## src/rtl/uart_cmd_decoder_if.sv

```systemverilog
// Byte stream and memory port bundle between uart_cmd_decoder and its environment.
// slave is the decoder side; master is the uart/memory side.
interface uart_cmd_decoder_if #(
  parameter int unsigned XLEN = 32
);
  logic [7:0]      rx_data;
  logic            rx_data_vld;
  logic            rx_data_rdy;
  logic [7:0]      tx_data;
  logic            tx_data_vld;
  logic            tx_data_rdy;
  logic [XLEN-1:0] mem_wr_addr;
  logic [XLEN-1:0] mem_wr_data;
  logic [3:0]      mem_wr_byte_en;
  logic [XLEN-1:0] mem_rd_addr;
  logic [XLEN-1:0] mem_rd_data;

  modport slave (
    input  rx_data, rx_data_vld, tx_data_rdy, mem_rd_data,
    output rx_data_rdy, tx_data, tx_data_vld, mem_wr_addr, mem_wr_data, mem_wr_byte_en,
           mem_rd_addr
  );

  modport master (
    output rx_data, rx_data_vld, tx_data_rdy, mem_rd_data,
    input  rx_data_rdy, tx_data, tx_data_vld, mem_wr_addr, mem_wr_data, mem_wr_byte_en,
           mem_rd_addr
  );
endinterface

```

## src/rtl/uart_cmd_decoder.sv

```systemverilog
// Host UART command responder: decodes CPU reset/run, config and byte-addressed memory
// load/readback commands from the rx byte stream.
module uart_cmd_decoder #(
  parameter int unsigned XLEN = 32
) (
  input  logic              clk_i,
  input  logic              rst_n_i,
  uart_cmd_decoder_if.slave bus_if,
  output logic              cpu_rst_n_o
);

  typedef enum logic [2:0] {
    StIdle,
    StConfWr,
    StConfRd,
    StDataWr,
    StRdAddr,
    StRdWait,
    StRdSend
  } state_e;

  state_e          state_q, state_d;
  logic [XLEN-1:0] base_q, base_d;
  logic [XLEN-1:0] len_q, len_d;
  logic [XLEN-1:0] cnt_q, cnt_d;
  logic [XLEN-1:0] addr_q, addr_d;
  logic [XLEN-1:0] wr_addr_q, wr_addr_d;
  logic [XLEN-1:0] wr_data_q, wr_data_d;
  logic [3:0]      wr_be_q, wr_be_d;
  logic [7:0]      tx_data_q, tx_data_d;
  logic            tx_vld_q, tx_vld_d;
  logic            cpu_rst_n_q, cpu_rst_n_d;

  logic            rx_rdy;
  logic            rx_fire;
  logic            tx_fire;
  logic            last_byte;
  logic [2:0]      cfg_idx_next;
  logic [2*XLEN-1:0] cfg_shifted;
  logic [XLEN-1:0] rd_shifted;

  assign rx_rdy       = (state_q == StIdle) || (state_q == StConfWr) || (state_q == StDataWr);
  assign rx_fire      = bus_if.rx_data_vld && rx_rdy;
  assign tx_fire      = tx_vld_q && bus_if.tx_data_rdy;
  // Compare before incrementing so len = all-ones still terminates after 2^XLEN bytes.
  assign last_byte    = (cnt_q == len_q);
  assign cfg_idx_next = cnt_q[2:0] + 3'd1;
  assign cfg_shifted  = {len_q, base_q} >> {cfg_idx_next, 3'b000};
  assign rd_shifted   = bus_if.mem_rd_data >> {addr_q[1:0], 3'b000};

  always_comb begin
    state_d     = state_q;
    base_d      = base_q;
    len_d       = len_q;
    cnt_d       = cnt_q;
    addr_d      = addr_q;
    wr_addr_d   = wr_addr_q;
    wr_data_d   = wr_data_q;
    wr_be_d     = 4'b0000;
    tx_data_d   = tx_data_q;
    tx_vld_d    = tx_vld_q;
    cpu_rst_n_d = cpu_rst_n_q;

    unique case (state_q)
      StIdle: begin
        if (rx_fire) begin
          case (bus_if.rx_data)
            8'h2a: cpu_rst_n_d = 1'b0;
            8'h2b: cpu_rst_n_d = 1'b1;
            8'h2c: begin
              state_d = StConfWr;
              cnt_d   = '0;
            end
            8'h2d: begin
              state_d   = StConfRd;
              cnt_d     = '0;
              tx_data_d = base_q[7:0];
              tx_vld_d  = 1'b1;
            end
            8'h2e: begin
              state_d = StDataWr;
              cnt_d   = '0;
              addr_d  = base_q;
            end
            8'h2f: begin
              state_d = StRdAddr;
              cnt_d   = '0;
              addr_d  = base_q;
            end
            default: ;
          endcase
        end
      end
      StConfWr: begin
        if (rx_fire) begin
          if (cnt_q[2]) begin
            len_d[{cnt_q[1:0], 3'b000} +: 8] = bus_if.rx_data;
          end else begin
            base_d[{cnt_q[1:0], 3'b000} +: 8] = bus_if.rx_data;
          end
          if (cnt_q[2:0] == 3'd7) begin
            state_d = StIdle;
          end else begin
            cnt_d = cnt_q + XLEN'(1);
          end
        end
      end
      StConfRd: begin
        if (tx_fire) begin
          if (cnt_q[2:0] == 3'd7) begin
            state_d  = StIdle;
            tx_vld_d = 1'b0;
          end else begin
            cnt_d     = cnt_q + XLEN'(1);
            tx_data_d = cfg_shifted[7:0];
          end
        end
      end
      StDataWr: begin
        if (rx_fire) begin
          wr_addr_d = {addr_q[XLEN-1:2], 2'b00};
          wr_data_d = {(XLEN/8){bus_if.rx_data}};
          wr_be_d   = 4'b0001 << addr_q[1:0];
          if (last_byte) begin
            state_d = StIdle;
          end else begin
            cnt_d  = cnt_q + XLEN'(1);
            addr_d = addr_q + XLEN'(1);
          end
        end
      end
      StRdAddr: state_d = StRdWait;
      StRdWait: begin
        state_d   = StRdSend;
        tx_data_d = rd_shifted[7:0];
        tx_vld_d  = 1'b1;
      end
      StRdSend: begin
        if (tx_fire) begin
          tx_vld_d = 1'b0;
          if (last_byte) begin
            state_d = StIdle;
          end else begin
            state_d = StRdAddr;
            cnt_d   = cnt_q + XLEN'(1);
            addr_d  = addr_q + XLEN'(1);
          end
        end
      end
      default: state_d = StIdle;
    endcase
  end

  always_ff @(posedge clk_i or negedge rst_n_i) begin
    if (!rst_n_i) begin
      state_q     <= StIdle;
      base_q      <= '0;
      len_q       <= '0;
      cnt_q       <= '0;
      addr_q      <= '0;
      wr_addr_q   <= '0;
      wr_data_q   <= '0;
      wr_be_q     <= '0;
      tx_data_q   <= '0;
      tx_vld_q    <= 1'b0;
      cpu_rst_n_q <= 1'b0;
    end else begin
      state_q     <= state_d;
      base_q      <= base_d;
      len_q       <= len_d;
      cnt_q       <= cnt_d;
      addr_q      <= addr_d;
      wr_addr_q   <= wr_addr_d;
      wr_data_q   <= wr_data_d;
      wr_be_q     <= wr_be_d;
      tx_data_q   <= tx_data_d;
      tx_vld_q    <= tx_vld_d;
      cpu_rst_n_q <= cpu_rst_n_d;
    end
  end

  assign bus_if.rx_data_rdy    = rx_rdy;
  assign bus_if.tx_data        = tx_data_q;
  assign bus_if.tx_data_vld    = tx_vld_q;
  assign bus_if.mem_wr_addr    = wr_addr_q;
  assign bus_if.mem_wr_data    = wr_data_q;
  assign bus_if.mem_wr_byte_en = wr_be_q;
  assign bus_if.mem_rd_addr    = {addr_q[XLEN-1:2], 2'b00};
  assign cpu_rst_n_o           = cpu_rst_n_q;

endmodule
```

## src/flat_wrapper.sv

```systemverilog
// flat-port wrapper written by rule: the top's interface ports become plain ports
module uart_cmd_decoder_flat 
#(
  parameter int unsigned XLEN = 32
)
  (clk_i, rst_n_i, cpu_rst_n_o, bus_if_rx_data, bus_if_rx_data_vld, bus_if_tx_data_rdy, bus_if_mem_rd_data, bus_if_rx_data_rdy, bus_if_tx_data, bus_if_tx_data_vld, bus_if_mem_wr_addr, bus_if_mem_wr_data, bus_if_mem_wr_byte_en, bus_if_mem_rd_addr);
  uart_cmd_decoder_if #(.XLEN(XLEN)) bus_if_i ();
  input  logic clk_i;
  input  logic rst_n_i;
  output logic cpu_rst_n_o;
  input wire logic [$bits(bus_if_i.rx_data)-1:0] bus_if_rx_data;
  input wire logic [$bits(bus_if_i.rx_data_vld)-1:0] bus_if_rx_data_vld;
  input wire logic [$bits(bus_if_i.tx_data_rdy)-1:0] bus_if_tx_data_rdy;
  input wire logic [$bits(bus_if_i.mem_rd_data)-1:0] bus_if_mem_rd_data;
  output wire logic [$bits(bus_if_i.rx_data_rdy)-1:0] bus_if_rx_data_rdy;
  output wire logic [$bits(bus_if_i.tx_data)-1:0] bus_if_tx_data;
  output wire logic [$bits(bus_if_i.tx_data_vld)-1:0] bus_if_tx_data_vld;
  output wire logic [$bits(bus_if_i.mem_wr_addr)-1:0] bus_if_mem_wr_addr;
  output wire logic [$bits(bus_if_i.mem_wr_data)-1:0] bus_if_mem_wr_data;
  output wire logic [$bits(bus_if_i.mem_wr_byte_en)-1:0] bus_if_mem_wr_byte_en;
  output wire logic [$bits(bus_if_i.mem_rd_addr)-1:0] bus_if_mem_rd_addr;
  assign bus_if_i.rx_data = bus_if_rx_data;
  assign bus_if_i.rx_data_vld = bus_if_rx_data_vld;
  assign bus_if_i.tx_data_rdy = bus_if_tx_data_rdy;
  assign bus_if_i.mem_rd_data = bus_if_mem_rd_data;
  assign bus_if_rx_data_rdy = bus_if_i.rx_data_rdy;
  assign bus_if_tx_data = bus_if_i.tx_data;
  assign bus_if_tx_data_vld = bus_if_i.tx_data_vld;
  assign bus_if_mem_wr_addr = bus_if_i.mem_wr_addr;
  assign bus_if_mem_wr_data = bus_if_i.mem_wr_data;
  assign bus_if_mem_wr_byte_en = bus_if_i.mem_wr_byte_en;
  assign bus_if_mem_rd_addr = bus_if_i.mem_rd_addr;
  uart_cmd_decoder #(.XLEN(XLEN)) u_core (.clk_i(clk_i), .rst_n_i(rst_n_i), .bus_if(bus_if_i), .cpu_rst_n_o(cpu_rst_n_o));
endmodule
```

## config.mk

```make
export PLATFORM = sky130hd
export DESIGN_NAME = uart_cmd_decoder_flat
export DESIGN_NICKNAME = d
export VERILOG_FILES = /design/src/rtl/uart_cmd_decoder_if.sv /design/src/rtl/uart_cmd_decoder.sv /design/src/flat_wrapper.sv
export SDC_FILE = /design/constraint.sdc
export NUM_CORES = 1
export LEC_CHECK = 0
export CELL_PAD_IN_SITES_DETAIL_PLACEMENT = 0
export CELL_PAD_IN_SITES_GLOBAL_PLACEMENT = 1
export CORE_MARGIN = 2
export CORE_UTILIZATION = 43
export DETAILED_ROUTE_END_ITERATION = 7
export PLACE_DENSITY_LB_ADDON = 0.08
export SYNTH_ARGS = -nofsm -noshare
export SYNTH_HDL_FRONTEND = slang
export SYNTH_SLANG_ARGS = --single-unit
```

## constraint.sdc

```tcl
create_clock -name clk_i -period 3.85 [get_ports clk_i]
set_input_delay 0.77 -clock clk_i [delete_from_list [all_inputs] [get_ports clk_i]]
set_output_delay 0.77 -clock clk_i [all_outputs]
set_load 0.01 [all_outputs]
```

==> metrics <==
Die W between 150 and 200 um; Relative slew margins 44.1%; first drt pass iteration count 6; status complete, no violations; Sw Ratio between 40 and 50%; GP Congestion between 0.8 and 0.9; WHS 382 ps; Layout area overhead 20.2%; post-DR wirelength/cell approximately 22 um; yosys warns 0; #FFs+latches synth approximately 180; Overall Power 9700 uW; clock root cell clkbuf_16; Post-synth top flop dfrtp_1; number of DRC markers in iteration 0 roughly 700; Leakage ~0.0053 uW; Reg2Reg Setup Slack 920 ps; Comb power frac 47.4%; Tot GR Track Use 26.0%; postcts setup bufs 0; Worst Skew 11.7 ps; nets@finish ~1.2k; clock buffer depth 2; num ports around 160; Slew Viols, Final 0; HP Class in2async; largest net degree at the start of global routing roughly 80; Post-DRT Antenna Nets 0; RR Endpoint u_core.addr_q[14]$_DFFE_PN0P_; total core area 24,300 um^2; antenna violations before repair 0; CTS tree done; critical path cell sequence nor2b_1 > nor2_1 > clkdlybuf4s50_1; layout cells sized above 1 roughly 14%; post_cts resized 0; Clock Pin Slew Worst Setup and Hold Paths about 70 ps; Worst VDD drop roughly 0.41 mV; Via Count between 8k and 9k; PwrDens 759 nW/um^2; Flop pwr share roughly a third; CP Class reg2out; # fillers ~2.3k; post-synthesis cell type count around 70; Rows 57; Tmin final 2970 ps; CP required 3080 ps; Max Freq between 300 and 400 MHz; Avg Cell Area, Syn 9.74 um^2; crit-path max cell delay between 800 and 900 ps; Die Ht ~160 um; RSZ-0062 raised after global routing false; endpoints failing setup 0; Overflow after GRT 0; internal power 5600 uW; max-cap violations 0; clock sinks 183; final-report hold violation count 0; CP bufs+invs 1; P_sw between 4000 and 5000 uW; Top delay family on crit path flip-flops; Initial Utilization between 40% and 50%; first-pass GRT wire length around 52 mm; R2R cell count 8; post-route setup slack about 900 ps; Inserted Diodes 0; TritonCTS Buffers 17; Least-Margin Pin Slew approximately 840 ps; crit path max fanout 21; crit start category register; CTS hold repair buffers 0; Critical Path Slowest Stage Cell dfrtp_1; WP data arrival 2200 ps; mean number of vias per cell slightly below 6; Post-Route WL ~33 mm; CP Capture Type output port; worst slack at placement between 500 and 600 ps; Clock Latency Late Sink between 400 and 500 ps; DRC 0; asr flop ratio synth 100%; H-tree levels 4; sequential element share of the synthesized area between 40% and 50%; Port-buffer cells 150; Sum Neg Setup Slack 0 ps; dpl hpwl 23.9 mm; vias in the first global route approximately 8.4k; R2R Path Start u_core.cnt_q[0]$_DFFE_PN0P_; Tcrit/Tclk final 77.2%; Cell Area, Synth approximately 11,000 um^2; Clk pwr share a little under a fifth; Synth Instances 1,091; Die Area 26,000 um^2; number of synthesized flops with an enable pin 0
[registers in the layout (all words and copies together) (netlist names)]
name,flops
u_core.addr_q,32
u_core.base_q,32
u_core.bus_if.mem_wr_addr,30
u_core.bus_if.mem_wr_byte_en,4
u_core.bus_if.mem_wr_data,8
u_core.bus_if.tx_data,8
u_core.bus_if.tx_data_vld,1
u_core.cnt_q,32
u_core.cpu_rst_n_o,1
u_core.len_q,32
u_core.state_q,3
[Yosys cell counts, drive strengths merged (3+ instances only)]
cell / count / area, um^2
o311ai: 9 / 78.8
and4: 9 / 78.8
a221oi: 3 / 26.3
nor2b: 5 / 31.3
o22ai: 10 / 62.6
o21ai: 90 / 450
a22oi: 4 / 30.0
a22o: 18 / 158
nor2: 49 / 184
a311oi: 8 / 70.1
o31ai: 41 / 313
ha: 9 / 113
mux2i: 10 / 100
buf: 93 / 609
dfrtp: 183 / 4580
nand2: 149 / 564
and2: 12 / 75.1
nand4: 23 / 144
xor2: 33 / 289
nand3: 30 / 160
o41ai: 4 / 35.0
or2: 4 / 25.0
o221ai: 9 / 85.1
mux4: 24 / 541
a41oi: 4 / 35.0
a21oi: 31 / 159
nor4: 16 / 143
clkbuf: 36 / 136
or3: 10 / 62.6
o22a: 4 / 35.0
or4: 3 / 22.5
nand2b: 6 / 37.5
nand4b: 3 / 26.3
a2bb2oi: 3 / 26.3
nor3: 21 / 120
nor3b: 3 / 22.5
inv: 21 / 78.8
mux2: 45 / 507
and3: 14 / 87.6
a31oi: 12 / 75.1
a211oi: 9 / 67.6
[per-stage QoR]
step                      utilization [%]  area [um^2]  instances
final                                52.5        12800       1512
after global placement               50.1        12200       1480
after CTS                            52.5        12800       1512
after floorplan                         -        10600       1094
after global routing                 52.5        12800       1512
after detailed placement             50.1        12200       1480
[layout by cell type (no fill, tap or decap), types with 5 or more instances in the layout]
master	synthesis	routed
o31ai_1	40	40
xor2_1	33	33
and3_1	14	14
a22o_1	18	18
mux4_2	24	24
nor2_1	49	49
nand4_1	23	23
and2_1	12	12
clkdlybuf4s50_1	0	149
nand2_1	147	147
a21oi_1	30	30
nand2b_1	6	6
clkbuf_16	0	17
inv_1	20	20
dfrtp_1	183	183
nor4_1	12	12
mux2_2	45	45
and4_1	9	9
nor2b_1	5	5
o311ai_0	8	8
o221ai_1	8	8
buf_4	60	38
a31oi_1	12	12
o22ai_1	10	10
o21ai_0	89	89
nor3_1	18	18
a211oi_1	9	9
a311oi_1	8	8
nand3_1	28	27
mux2i_1	10	10
ha_1	9	9
or3_1	10	10
[worst max path at each step]
stage / slack [ps] / endpoint / cells after the start / from
floorplan: 1040 / u_core.bus_if.tx_data[6]$_DFFE_PN0P_ / 10 / u_core.cnt_q[0]$_DFFE_PN0P_
global placement: 540 / u_core.addr_q[3]$_DFFE_PN0P_ / 8 / bus_if_rx_data[5]
detailed placement: 500 / u_core.addr_q[3]$_DFFE_PN0P_ / 8 / bus_if_rx_data[5]
CTS: 860 / bus_if_rx_data_rdy / 3 / u_core.state_q[1]$_DFFE_PN0P_
global route: 670 / u_core.addr_q[14]$_DFFE_PN0P_ / 8 / u_core.cnt_q[0]$_DFFE_PN0P_
finish: 880 / bus_if_rx_data_rdy / 3 / u_core.state_q[1]$_DFFE_PN0P_
[area by class of cell]
cell class                      instances  area, um^2  share of cell area, %
Inverter                               21        78.8                  0.617
Clock buffer                           18         429                   3.36
Sequential cell                       183        4580                   35.8
Tap cell                              324         405                   3.17
Multi-Input combinational cell        761        5270                   41.2
Clock inverter                         14         168                   1.31
Timing Repair Buffer                  191        1850                   14.5
[metal layers]
metal	vias up	GRT usage, %	part of all wire (%)
met5	-	0	0
met3	29	3.00	4.9
met1	4453	37.8	46
met4	0	6.13	1.6
met2	286	41.9	48
li1	4157	-	-
[power groups by stage]
stage	logic, uW	registers, uW	clock network, uW
after floorplan	2930	3070	0
after global placement	4580	3300	0
after detailed placement	4600	3310	0
after CTS	4610	3280	1840
after global routing	4980	3380	1930
final	4600	3290	1810
[cells by family after synthesis]
group,Yosys count,share of synthesized area [%]
AND/OR/NAND/NOR,359,17.0
AO/OA/AOI/OAI,277,17.6
flip-flops,183,43.1
buffers and inverters,150,7.76
multiplexers,79,10.8
XOR/XNOR,33,2.72
adder cells (fa/ha/maj),9,1.06
other,1,0.0353
Note: power is estimated with default switching activity, not from simulation.
